[src/rtl/pll_pwrup_seq_if.sv]
// pll_pwrup_seq_if: control, SPI write and regfile write port bundle for the PLL power-up sequencer
interface pll_pwrup_seq_if;
  logic       start;
  logic       abort;
  logic [7:0] step_dly;
  logic       spi_wre;
  logic [7:0] spi_addr;
  logic [7:0] spi_din;
  logic       rf_wre;
  logic [7:0] rf_addr;
  logic [7:0] rf_din;
  logic       busy;
  logic       done;
  logic       conflict;
  modport master (
    output start, abort, step_dly, spi_wre, spi_addr, spi_din,
    input  rf_wre, rf_addr, rf_din, busy, done, conflict
  );
  modport slave (
    input  start, abort, step_dly, spi_wre, spi_addr, spi_din,
    output rf_wre, rf_addr, rf_din, busy, done, conflict
  );
endinterface

[src/rtl/pll_pwrup_seq.sv]
// pll_pwrup_seq: steps the analog-enable register through growing bit masks, sharing the regfile port with SPI
module pll_pwrup_seq #(
  parameter logic [7:0] ENA_ADDR = 8'h01,
  parameter int         NSTEP    = 8
) (
  input  logic            clk,
  input  logic            reset,
  pll_pwrup_seq_if.slave  bus
);
  typedef enum logic [2:0] {IDLE, WRITE, WAIT, DONE, OFF} state_t;
  localparam logic [2:0] LAST = 3'(NSTEP - 1);
  state_t     state, nstate;
  logic [2:0] k, nk;
  logic [7:0] cnt, ncnt;
  logic       seq_wr, go;
  logic [8:0] mask;
  // SPI owns the port whenever it writes; the sequencer only fills idle cycles
  assign seq_wr      = !reset && (state == WRITE || state == OFF);
  assign go          = !bus.spi_wre;
  assign mask        = (9'd2 << k) - 9'd1;
  assign bus.rf_wre  = bus.spi_wre | seq_wr;
  assign bus.rf_addr = bus.spi_wre ? bus.spi_addr : seq_wr ? ENA_ADDR : 8'h00;
  assign bus.rf_din  = bus.spi_wre ? bus.spi_din : (seq_wr && state == WRITE) ? mask[7:0] : 8'h00;
  always_comb begin
    nstate = state;
    nk     = k;
    ncnt   = cnt;
    case (state)
      IDLE: begin
        if (bus.start && !bus.abort) begin
          nstate = WRITE;
          nk     = 3'd0;
        end
      end
      WRITE: begin
        if (bus.abort) nstate = OFF;
        else if (go) begin
          if (k == LAST) nstate = DONE;
          else if (bus.step_dly != 8'd0) begin
            nstate = WAIT;
            ncnt   = bus.step_dly;
          end else nk = k + 3'd1;
        end
      end
      WAIT: begin
        if (bus.abort) nstate = OFF;
        else begin
          ncnt = cnt - 8'd1;
          if (cnt <= 8'd1) begin
            nstate = WRITE;
            nk     = k + 3'd1;
          end
        end
      end
      DONE: begin
        if (bus.abort) nstate = OFF;
        else if (bus.start) begin
          nstate = WRITE;
          nk     = 3'd0;
        end
      end
      OFF: begin
        if (go) begin
          nstate = IDLE;
          nk     = 3'd0;
        end
      end
      default: nstate = IDLE;
    endcase
  end
  always_ff @(posedge clk) begin
    if (reset) begin
      state        <= IDLE;
      k            <= 3'd0;
      cnt          <= 8'd0;
      bus.busy     <= 1'b0;
      bus.done     <= 1'b0;
      bus.conflict <= 1'b0;
    end else begin
      state        <= nstate;
      k            <= nk;
      cnt          <= ncnt;
      bus.busy     <= !(nstate == IDLE || nstate == DONE);
      bus.done     <= nstate == DONE;
      bus.conflict <= bus.spi_wre && bus.spi_addr == ENA_ADDR && bus.busy;
    end
  end
endmodule

[src/flat_wrapper.sv]
// flat-port wrapper written by rule: the top's interface ports become plain ports
module pll_pwrup_seq_flat 
#(
  parameter logic [7:0] ENA_ADDR = 8'h01,
  parameter int         NSTEP    = 8
)
  (clk, reset, bus_start, bus_abort, bus_step_dly, bus_spi_wre, bus_spi_addr, bus_spi_din, bus_rf_wre, bus_rf_addr, bus_rf_din, bus_busy, bus_done, bus_conflict);
  pll_pwrup_seq_if bus_i ();
  input  logic clk;
  input  logic reset;
  input wire logic [$bits(bus_i.start)-1:0] bus_start;
  input wire logic [$bits(bus_i.abort)-1:0] bus_abort;
  input wire logic [$bits(bus_i.step_dly)-1:0] bus_step_dly;
  input wire logic [$bits(bus_i.spi_wre)-1:0] bus_spi_wre;
  input wire logic [$bits(bus_i.spi_addr)-1:0] bus_spi_addr;
  input wire logic [$bits(bus_i.spi_din)-1:0] bus_spi_din;
  output wire logic [$bits(bus_i.rf_wre)-1:0] bus_rf_wre;
  output wire logic [$bits(bus_i.rf_addr)-1:0] bus_rf_addr;
  output wire logic [$bits(bus_i.rf_din)-1:0] bus_rf_din;
  output wire logic [$bits(bus_i.busy)-1:0] bus_busy;
  output wire logic [$bits(bus_i.done)-1:0] bus_done;
  output wire logic [$bits(bus_i.conflict)-1:0] bus_conflict;
  assign bus_i.start = bus_start;
  assign bus_i.abort = bus_abort;
  assign bus_i.step_dly = bus_step_dly;
  assign bus_i.spi_wre = bus_spi_wre;
  assign bus_i.spi_addr = bus_spi_addr;
  assign bus_i.spi_din = bus_spi_din;
  assign bus_rf_wre = bus_i.rf_wre;
  assign bus_rf_addr = bus_i.rf_addr;
  assign bus_rf_din = bus_i.rf_din;
  assign bus_busy = bus_i.busy;
  assign bus_done = bus_i.done;
  assign bus_conflict = bus_i.conflict;
  pll_pwrup_seq #(.ENA_ADDR(ENA_ADDR), .NSTEP(NSTEP)) u_core (.clk(clk), .reset(reset), .bus(bus_i));
endmodule
[config.mk]
export PLATFORM = sky130hd
export DESIGN_NAME = pll_pwrup_seq_flat
export DESIGN_NICKNAME = d
export VERILOG_FILES = /design/src/rtl/pll_pwrup_seq_if.sv /design/src/rtl/pll_pwrup_seq.sv /design/src/flat_wrapper.sv
export SDC_FILE = /design/constraint.sdc
export NUM_CORES = 1
export LEC_CHECK = 0
export ABC_CLOCK_PERIOD_IN_PS = 4700
export BUFFER_PORTS_ARGS = -buffer_cell sky130_fd_sc_hd__buf_2
export CORE_MARGIN = 2
export CORE_UTILIZATION = 55
export CTS_CLUSTER_DIAMETER = 100
export DETAILED_ROUTE_END_ITERATION = 7
export PLACE_DENSITY = 0.86
export SYNTH_ARGS = -nofsm -noshare
export SYNTH_HDL_FRONTEND = slang
export SYNTH_SLANG_ARGS = --single-unit
[constraint.sdc]
create_clock -name clk -period 4.7 [get_ports clk]
set_input_delay 1.175 -clock clk [delete_from_list [all_inputs] [get_ports clk]]
set_output_delay 1.175 -clock clk [all_outputs]
set_load 0.01 [all_outputs]
Word-level counts from Yosys, hierarchy flattened
Cells that the tools add are included.
{ "classes": {"n_mux": 32, "n_div": 0, "n_bitwise": 1, "mul": 0, "n_reduce_logical": 17, "n_addsub": 3, "n_lt_le_gt_ge": 1, "eq_ne": 18, "n_shift": 1} }
{ "op_table": {"columns": ["operator", "n"], "rows": [
  ["2-to-1 mux 8 bit", 8],
  ["2-to-1 mux 3 bit", 20],
  ["one-hot mux 3 bit (5 select lines)", 2],
  ["inequality test 2 bit, second input constant", 9],
  ["one-hot mux 8 bit (2 select lines)", 1],
  ["subtractor 8 x 1 -> 8 bit, second input constant", 2],
  ["AND reduction 11 bit", 1],
  ["equality test 3 x 2 -> 1 bit, second input constant", 3],
  ["equality test 8 x 1 -> 1 bit, second input constant", 1],
  ["less-or-equal comparator 8 x 1 -> 1 bit, second input constant", 1],
  ["nonzero test 8 bit", 1],
  ["left shift 2 x 3 -> 8 bit, first input constant", 1],
  ["equality test 3 bit, second input constant", 2],
  ["zero test 3 bit", 2],
  ["AND reduction 6 bit", 1],
  ["logical AND 1 bit", 5],
  ["nonzero test 5 bit", 1],
  ["inequality test 2 x 1 -> 1 bit, second input constant", 2],
  ["adder 3 x 1 -> 3 bit, second input constant", 1],
  ["equality test 3 x 1 -> 1 bit, second input constant", 1],
  ["zero test 1 bit", 3],
  ["logical OR 1 bit", 2],
  ["nonzero test 2 bit", 1],
  ["2-to-1 mux 1 bit", 1],
  ["OR 1 bit", 1]
]} }
{ "word_totals": {"mem_bits_rw": 0, "ff_bits": 17, "out_inout_bits": 20, "latch_bits": 0, "word_cells": 79, "romBits": 0, "in_bits": 29, "mem_count": 0} }

Depth between registers and ports, before layout
Gate-level depths: netlist of the first run.
{ "depth": {"depth_word": 9, "ltp_mapped": 9, "ltp_nobuf": 8} }

Least setup slack after synthesis of the first run
No wires, ideal clock.
{ "synth_timing": {"path_type": "input-to-output", "startpoint": "input port bus_spi_wre", "endpoint": "output port bus_rf_din[3]", "t_required_ps": 3525, "arrival_ps": 1983, "slack_ps": 1542, "path_stages": 3, "path_buffers": 1, "cell_sequence": "or3_1 > clkbuf_1 > o21ai_0"} }
{ "synth_via": {"elab_chain_cells": 1} }
{ "synth_lines": {"columns": ["item", "line", "rtl"], "rows": [
  ["from (decl)", "flat_wrapper.sv:14", "input wire logic [$bits(bus_i.spi_wre)-1:0] bus_spi_wre;"],
  ["2-to-1 mux 8 bit", "pll_pwrup_seq.sv:23", "assign bus.rf_din = bus.spi_wre ? bus.spi_din : (seq_wr && state == WRITE) ? mask[7:0] : 8'h00;"],
  ["to (decl)", "flat_wrapper.sv:19", "output wire logic [$bits(bus_i.rf_din)-1:0] bus_rf_din;"]
]} }
No other way between the ends.

Worst setup path after layout of the first run
{ "layout_timing": {"startpoint": "register u_core.state[0]", "endpoint": "output port bus_rf_din[1]"} }
{ "layout_via": {"elab_chain_cells": 6, "word_cells_on_any_way": 7, "cone_classes": "2 x eq/ne; 2 x mux; 3 x reduce/logical"} }
{ "layout_lines": {"columns": ["item", "line", "rtl"], "rows": [
  ["from (decl)", "pll_pwrup_seq.sv:12", "state_t state, nstate;"],
  ["from (signal assigned)", "pll_pwrup_seq.sv:80", "state <= nstate;"],
  ["equality test 3 x 1 -> 1 bit or equality test 3 bit (tied branches)", "pll_pwrup_seq.sv:18, pll_pwrup_seq.sv:23", null],
  ["logical OR 1 bit", "pll_pwrup_seq.sv:18", "assign seq_wr = !reset && (state == WRITE || state == OFF);"],
  ["logical AND 1 bit", "pll_pwrup_seq.sv:18", null],
  ["logical AND 1 bit (*)", "pll_pwrup_seq.sv:23", null],
  ["2-to-1 mux 8 bit (*) (2 in a row)", "pll_pwrup_seq.sv:23", null]
]} }
Mark *: on every way between the ends. The rest lies on a longest branch, timed or not.

==> metrics.txt, run 1 <==
htree depth=1; Die Height=56.14 microns; Post-CTS Setup Inserts=0; worst-path fanout max=17; nets=280; vias per inst=5.893; hold_ws=512.9 ps; fillers=234; Setup CP Type=reg -> out; Worst VDD drop=0.2025 mV; pwr/cell area=181.4 nW/um^2; residual DRC count=0; First DRT Iteration DRCs=81; ys async rst share=0%; RSZ-0062 raised after global routing=no; gr usage total=21.85%; status=completed; worst skew pair latency=300 ps; Final Max Tran Viols=0; Pleak=0.7620 nW; fin area=1752 sq um; post-detailed-route count of antenna-violating nets=0; Synth Warn #=0; worst-path cell chain=nand2b_1 > or2_2 > or3_1 > a21oi_1 > a21o_1 > buf_2; Hold Crit Class=reg -> reg; CTS tree=built; PortBufs=48; core area=2522 sq um; # resized after CTS=0; clk_skew=2.337 ps; drt pass-1 iters=4; Via Count=1,597; Die X=56.14 microns; FP Rows=18; Post-Route Setup TNS=0 ps; Cell variety after synth=45; Post-Synthesis Cells=200; syn_area_per_cell=7.476 sq um; synthesized flop and latch total=17; Fin. Hold Viols=0; grt total ovfl=0; Setup crit end kind=output pin; EDFF count, synth=0; worst rel slew slack=58.90%; setup violators final=0; Design Power=0.3178 mW; critical path data required time=3520 ps; crit path time final=3478 ps; largest net degree at the start of global routing=27; slowest stage cell, crit path=dfxtp_1; # hold bufs at CTS=0; commonest non-fill, non-tap cell in the layout=buf_2; Setup crit start kind=register; commonest cells after routing, fill and taps aside=48 x buf_2, 25 x nand2_1, 18 x nor2_1; Worst Max-Slew Pin Slew=610.8 ps; CP max stage delay=710 ps; global-route wire length before repair=5.671 mm; Final GP Congestion=0.9412; vias in the first global route=1,320; diode count=0; initial antenna violation count=0; drt wl/cell=12.68 microns; io pins=49; CTS Buf Count=3; Root Buffer=clkbuf_4; Worst EP arrival=2300 ps; fmax=0.2875 GHz; ratio of cells with drive above 1 in the final layout=26.97%; Max Cap Viol=0; Post-Route Utilization=69.44%; area grow syn2layout=17.15%; die area=3152 sq um; Placed Area=1724 sq um; initial core utilization=59.28%; Final period util=74.00%; post-synthesis sequential area ratio=22.76%; ys flop type=dfxtp_1; clock buffer depth=2; Clock transition at path regs=100 ps; Clock Sinks=17; Post-Syn Area=1495 sq um; synthesized net count=238; detailed-route wire length=3.435 mm; HPWL Detailed=2.642 mm
[worst paths after layout]
path	startpoint	endpoint	slack [ps]	cells past startpoint
worst max register to register	u_core.state[0]	u_core.k[0]	2670	5
worst min register to register	u_core.cnt[0]	u_core.cnt[0]	510	2
worst max-delay path	u_core.state[0]	bus_rf_din[1]	1220	6
worst min-delay path	u_core.cnt[0]	u_core.cnt[0]	510	2
[cell usage after synthesis, types with 2 or more instances]
cell type   n  area, sq um
nand2b_1    7        43.79
nor4_1      4        25.02
o32ai_1     3        26.28
nand3b_1    2        15.01
nor4b_1     4        35.03
nand3_1     5        25.02
a211oi_1    4        30.03
dfxtp_1    17        340.3
nor2b_1     4        25.02
nand2_1    25        93.84
or3_1       2        12.51
o21ai_0    13        65.06
xnor2_1     4        35.03
or3_4       2        22.52
o211a_1     2        20.02
o2111ai_1   2        17.52
buf_2       3        15.01
nor3_1      6        30.03
a31oi_1     3        18.77
mux2_2      2        22.52
o21a_1      2        15.01
ha_1        9        112.6
inv_1       8        30.03
or2_2       2        12.51
nor2_1     18        67.56
clkbuf_1    7        26.28
a21oi_1    16        80.08
and2_1      7        43.79
[registers in the layout, summed over array words and instances (netlist names)]
register	count
u_core.cnt	8
u_core.k	3
u_core.bus.busy	1
u_core.state	3
u_core.bus.conflict	1
u_core.bus.done	1
[layout make-up]
type                       instances  area [sq um]  area share (%)
clock inverter                     1         5.005          0.2857
timing repair buffer              48         240.2           13.71
tap                               30         37.54           2.143
inverter                           8         30.03           1.714
clock buffer                       3         22.52           1.286
sequential                        17         340.3           19.43
multi-input combinational        164          1076           61.43
[kinds of logic (layout without fill, tap and decap cells)]
group,count (synthesis),after routing,share of synthesized area (%)
flops,17,17,22.76
simple gates,90,90,32.05
fa+ha+maj,9,9,7.532
xor+xnor,5,5,2.929
buf+inv,19,60,5.272
compound gates,57,57,27.28
mux,3,3,2.176
[power breakdown]
group	internal, mW	total [mW]	switching (mW)
Sequential	0.148	0.154	0.00605
Combinational	0.0372	0.0820	0.0448
Clock	0.0317	0.0820	0.0503
[metrics by stage]
| step | setup slack (ps) | std cells |
|---|---|---|
| after floorplan | 1542 | 200 |
| after global placement | 1266 | 267 |
| after detailed placement | 1244 | 267 |
| after CTS | 1236 | 271 |
| after global routing | 1060 | 271 |
| final | 1222 | 271 |
[critical path: cells and delay by family, from the launching register on]
kind | cells | cell delay (ps)
compound gates | 2 | 250
flops | 1 | 710
buf+inv | 1 | 120
simple gates | 3 | 920
[layer usage]
metal / vias up / track usage [%] / part of all wire, %
met5: - / 0 / 0
met4: 0 / 5.442 / 0.87
met3: 4 / 4.651 / 9.0
met2: 68 / 36.13 / 43
met1: 722 / 28.85 / 47
li1: 803 / - / -
Note: power is estimated with default switching activity, not from simulation.
==> inputs of run 2 (changes only) <==
--- a/config.mk
+++ b/config.mk
@@ -5,13 +5,14 @@
 export SDC_FILE = /design/constraint.sdc
 export NUM_CORES = 1
 export LEC_CHECK = 0
-export ABC_CLOCK_PERIOD_IN_PS = 4700
+export ABC_AREA = 1
+export ABC_CLOCK_PERIOD_IN_PS = 3500
 export BUFFER_PORTS_ARGS = -buffer_cell sky130_fd_sc_hd__buf_2
 export CORE_MARGIN = 2
-export CORE_UTILIZATION = 55
+export CORE_UTILIZATION = 51
 export CTS_CLUSTER_DIAMETER = 100
 export DETAILED_ROUTE_END_ITERATION = 7
-export PLACE_DENSITY = 0.86
+export PLACE_DENSITY = 0.8
 export SYNTH_ARGS = -nofsm -noshare
 export SYNTH_HDL_FRONTEND = slang
 export SYNTH_SLANG_ARGS = --single-unit
==> constraint.sdc (replaced) <==
create_clock -name clk -period 3.5 [get_ports clk]
set_input_delay 0.875 -clock clk [delete_from_list [all_inputs] [get_ports clk]]
set_output_delay 0.875 -clock clk [all_outputs]
set_load 0.01 [all_outputs]
==> run 2 against run 1 <==
Against the previous run: utilization shrank 8.7 points; hold slack lost 63 ps; die area grew 11%; critical path type unchanged; sequential share of layout area shrank 0.62 points; cell count grew 24%; synthesized area grew 3.7%.
==> metrics.txt, run 2 <==
Setup CP Type=reg -> out; RR Endpoint=u_core.cnt[5]; worst skew pair latency=300 ps; htree depth=1; ys flop type=dfxtp_1; Post-Route Setup TNS=0 ps; # hold bufs at CTS=0; largest net degree at the start of global routing=20; EDFF count, synth=0; vias per inst=5.128; RSZ-0062 raised after global routing=no; Worst EP arrival=2120 ps; Fin. Hold Viols=0; Yosys top cell area share=21.95%; Regs by FF count=u_core.cnt x8, u_core.k x3, u_core.state x3; synth top area cells=dfxtp_1 22%, nand2_1 18%, inv_1 8.0%; Die Height=59.14 microns; gr usage total=22.42%; worst r2r src=u_core.state[1]; pwr/cell area=276.4 nW/um^2; Die X=59.14 microns; drt wl/cell=10.97 microns; PortBufs=48; FP Rows=20; Post-Synthesis Cells=257; synthesized net count=295; worst rel slew slack=77.35%; # resized after CTS=0; core area=2978 sq um; fin area=1809 sq um; detailed-route wire length=3.687 mm; post-detailed-route count of antenna-violating nets=0; Clock transition at path regs=110 ps; most frequent cell after synthesis=nand2_1; Setup crit start kind=register; nets=342; ratio of cells with drive above 1 in the final layout=25.08%; Hold Crit Class=reg -> reg; io pins=49; top cells by count, synth=74 x nand2_1, 33 x inv_1, 30 x nor2_1; commonest cells after routing, fill and taps aside=74 x nand2_1, 48 x buf_2, 33 x inv_1; Post-CTS Setup Inserts=0; Via Count=1,723; fmax=0.3339 GHz; Final period util=85.56%; initial core utilization=52.06%; status=completed; area leader, netlist=dfxtp_1; crit path time final=2995 ps; diode count=0; Setup crit end kind=output pin; CTS tree=built; First DRT Iteration DRCs=101; setup violators final=0; Final Max Tran Viols=0; CTS Buf Count=3; Root Buffer=clkbuf_4; Synth Warn #=0; post-synthesis sequential area ratio=21.95%; critical path data required time=2620 ps; clock buffer depth=2; Cell variety after synth=29; Worst Reg-to-Reg Cells=8; clk_skew=1.722 ps; initial antenna violation count=0; area grow syn2layout=16.71%; Worst VDD drop=0.1438 mV; Hold Crit Depth=2; Largest Register=u_core.cnt; synthesized flop and latch total=17; die area=3497 sq um; min-delay src=u_core.bus.busy; grt total ovfl=0; Post-Syn Area=1550 sq um; worst-path fanout max=4; R2R setup slack=1490 ps; hold path endpoint=u_core.bus.conflict; Placed Area=1782 sq um; Max Cap Viol=0; max FFs per register=8; syn_area_per_cell=6.032 sq um; residual DRC count=0; Clock Sinks=17; Pleak=1.006 nW; drt pass-1 iters=4; ys async rst share=0%; commonest non-fill, non-tap cell in the layout=nand2_1; vias in the first global route=1,496; HPWL Detailed=2.986 mm; Worst Max-Slew Pin Slew=338.6 ps; Design Power=0.5002 mW; Final GP Congestion=0.8991; global-route wire length before repair=6.134 mm
-- run 2: cell count changes in the layout (fill, tap and decap cells not counted), sizes merged, moves of 15 or more --
cell / change
nand2: +58
inv: +28
nor2: +17
o21ai: +15
-- run 2: cell families after synthesis --
kind of cell / after synthesis / share of synthesized area, %
simple gates: 142 / 40.03
flops: 17 / 21.95
buf+inv: 42 / 12.27
xor+xnor: 5 / 2.825
fa+ha+maj: 9 / 7.264
compound gates: 42 / 15.66
-- run 2: layout make-up --
type | count | area [sq um]
Fill cell | 292 | 1169
Multi-Input combinational cell | 198 | 1020
Sequential cell | 17 | 340.3
Timing Repair Buffer | 48 | 240.2
Inverter | 36 | 140.1
Tap cell | 33 | 41.29
Clock buffer | 3 | 22.52
Clock inverter | 1 | 5.005
-- run 2: how the worst max path moves through the flow --
stage                     depth (start not counted)         from  slack (ps)             to
after CTS                                        12  u_core.k[0]         470  bus_rf_din[7]
final                                            12  u_core.k[0]         510  bus_rf_din[7]
after global routing                             12  u_core.k[0]         210  bus_rf_din[7]
after detailed placement                          5        reset         740  bus_rf_din[6]
after global placement                            5        reset         750  bus_rf_din[6]
after floorplan                                   4  bus_spi_wre         930  bus_rf_din[6]
-- run 2: through the flow --
step                      hold WS [ps]  cells  utilization, %  worst slack [ps]
after detailed placement         439.1    332           59.83             739.5
after CTS                        453.3    336           60.76             474.2
after global placement           430.8    332           59.83             754.9
final                            449.7    336           60.76             505.5
after floorplan                  467.0    257               -             931.1
after global routing             486.7    336           60.76             212.9
-- run 2: layer usage --
metal | global-route usage [%] | part of all wire (%) | vias to the layer above
met1 | 30.17 | 47 | 766
met5 | 0 | 0 | -
li1 | - | - | 912
met2 | 36.35 | 47 | 39
met3 | 4.148 | 4.3 | 6
met4 | 6.818 | 1.1 | 0
-- run 2: worst max-delay path: stages (launching register included) --
cell	delay, ps
dfxtp_1	380
inv_1	100
ha_1	230
inv_1	80
nor2_1	50
inv_1	80
ha_1	170
nand2_1	60
nor2_1	130
and3_1	190
xor2_1	140
o21ai_0	80
buf_2	140
-- run 2: where the power goes --
part	internal (mW)	switching, mW	total, mW
clock network	0.0427	0.0692	0.112
registers	0.202	0.00806	0.210
logic	0.0696	0.108	0.178
total	0.314	0.186	0.500
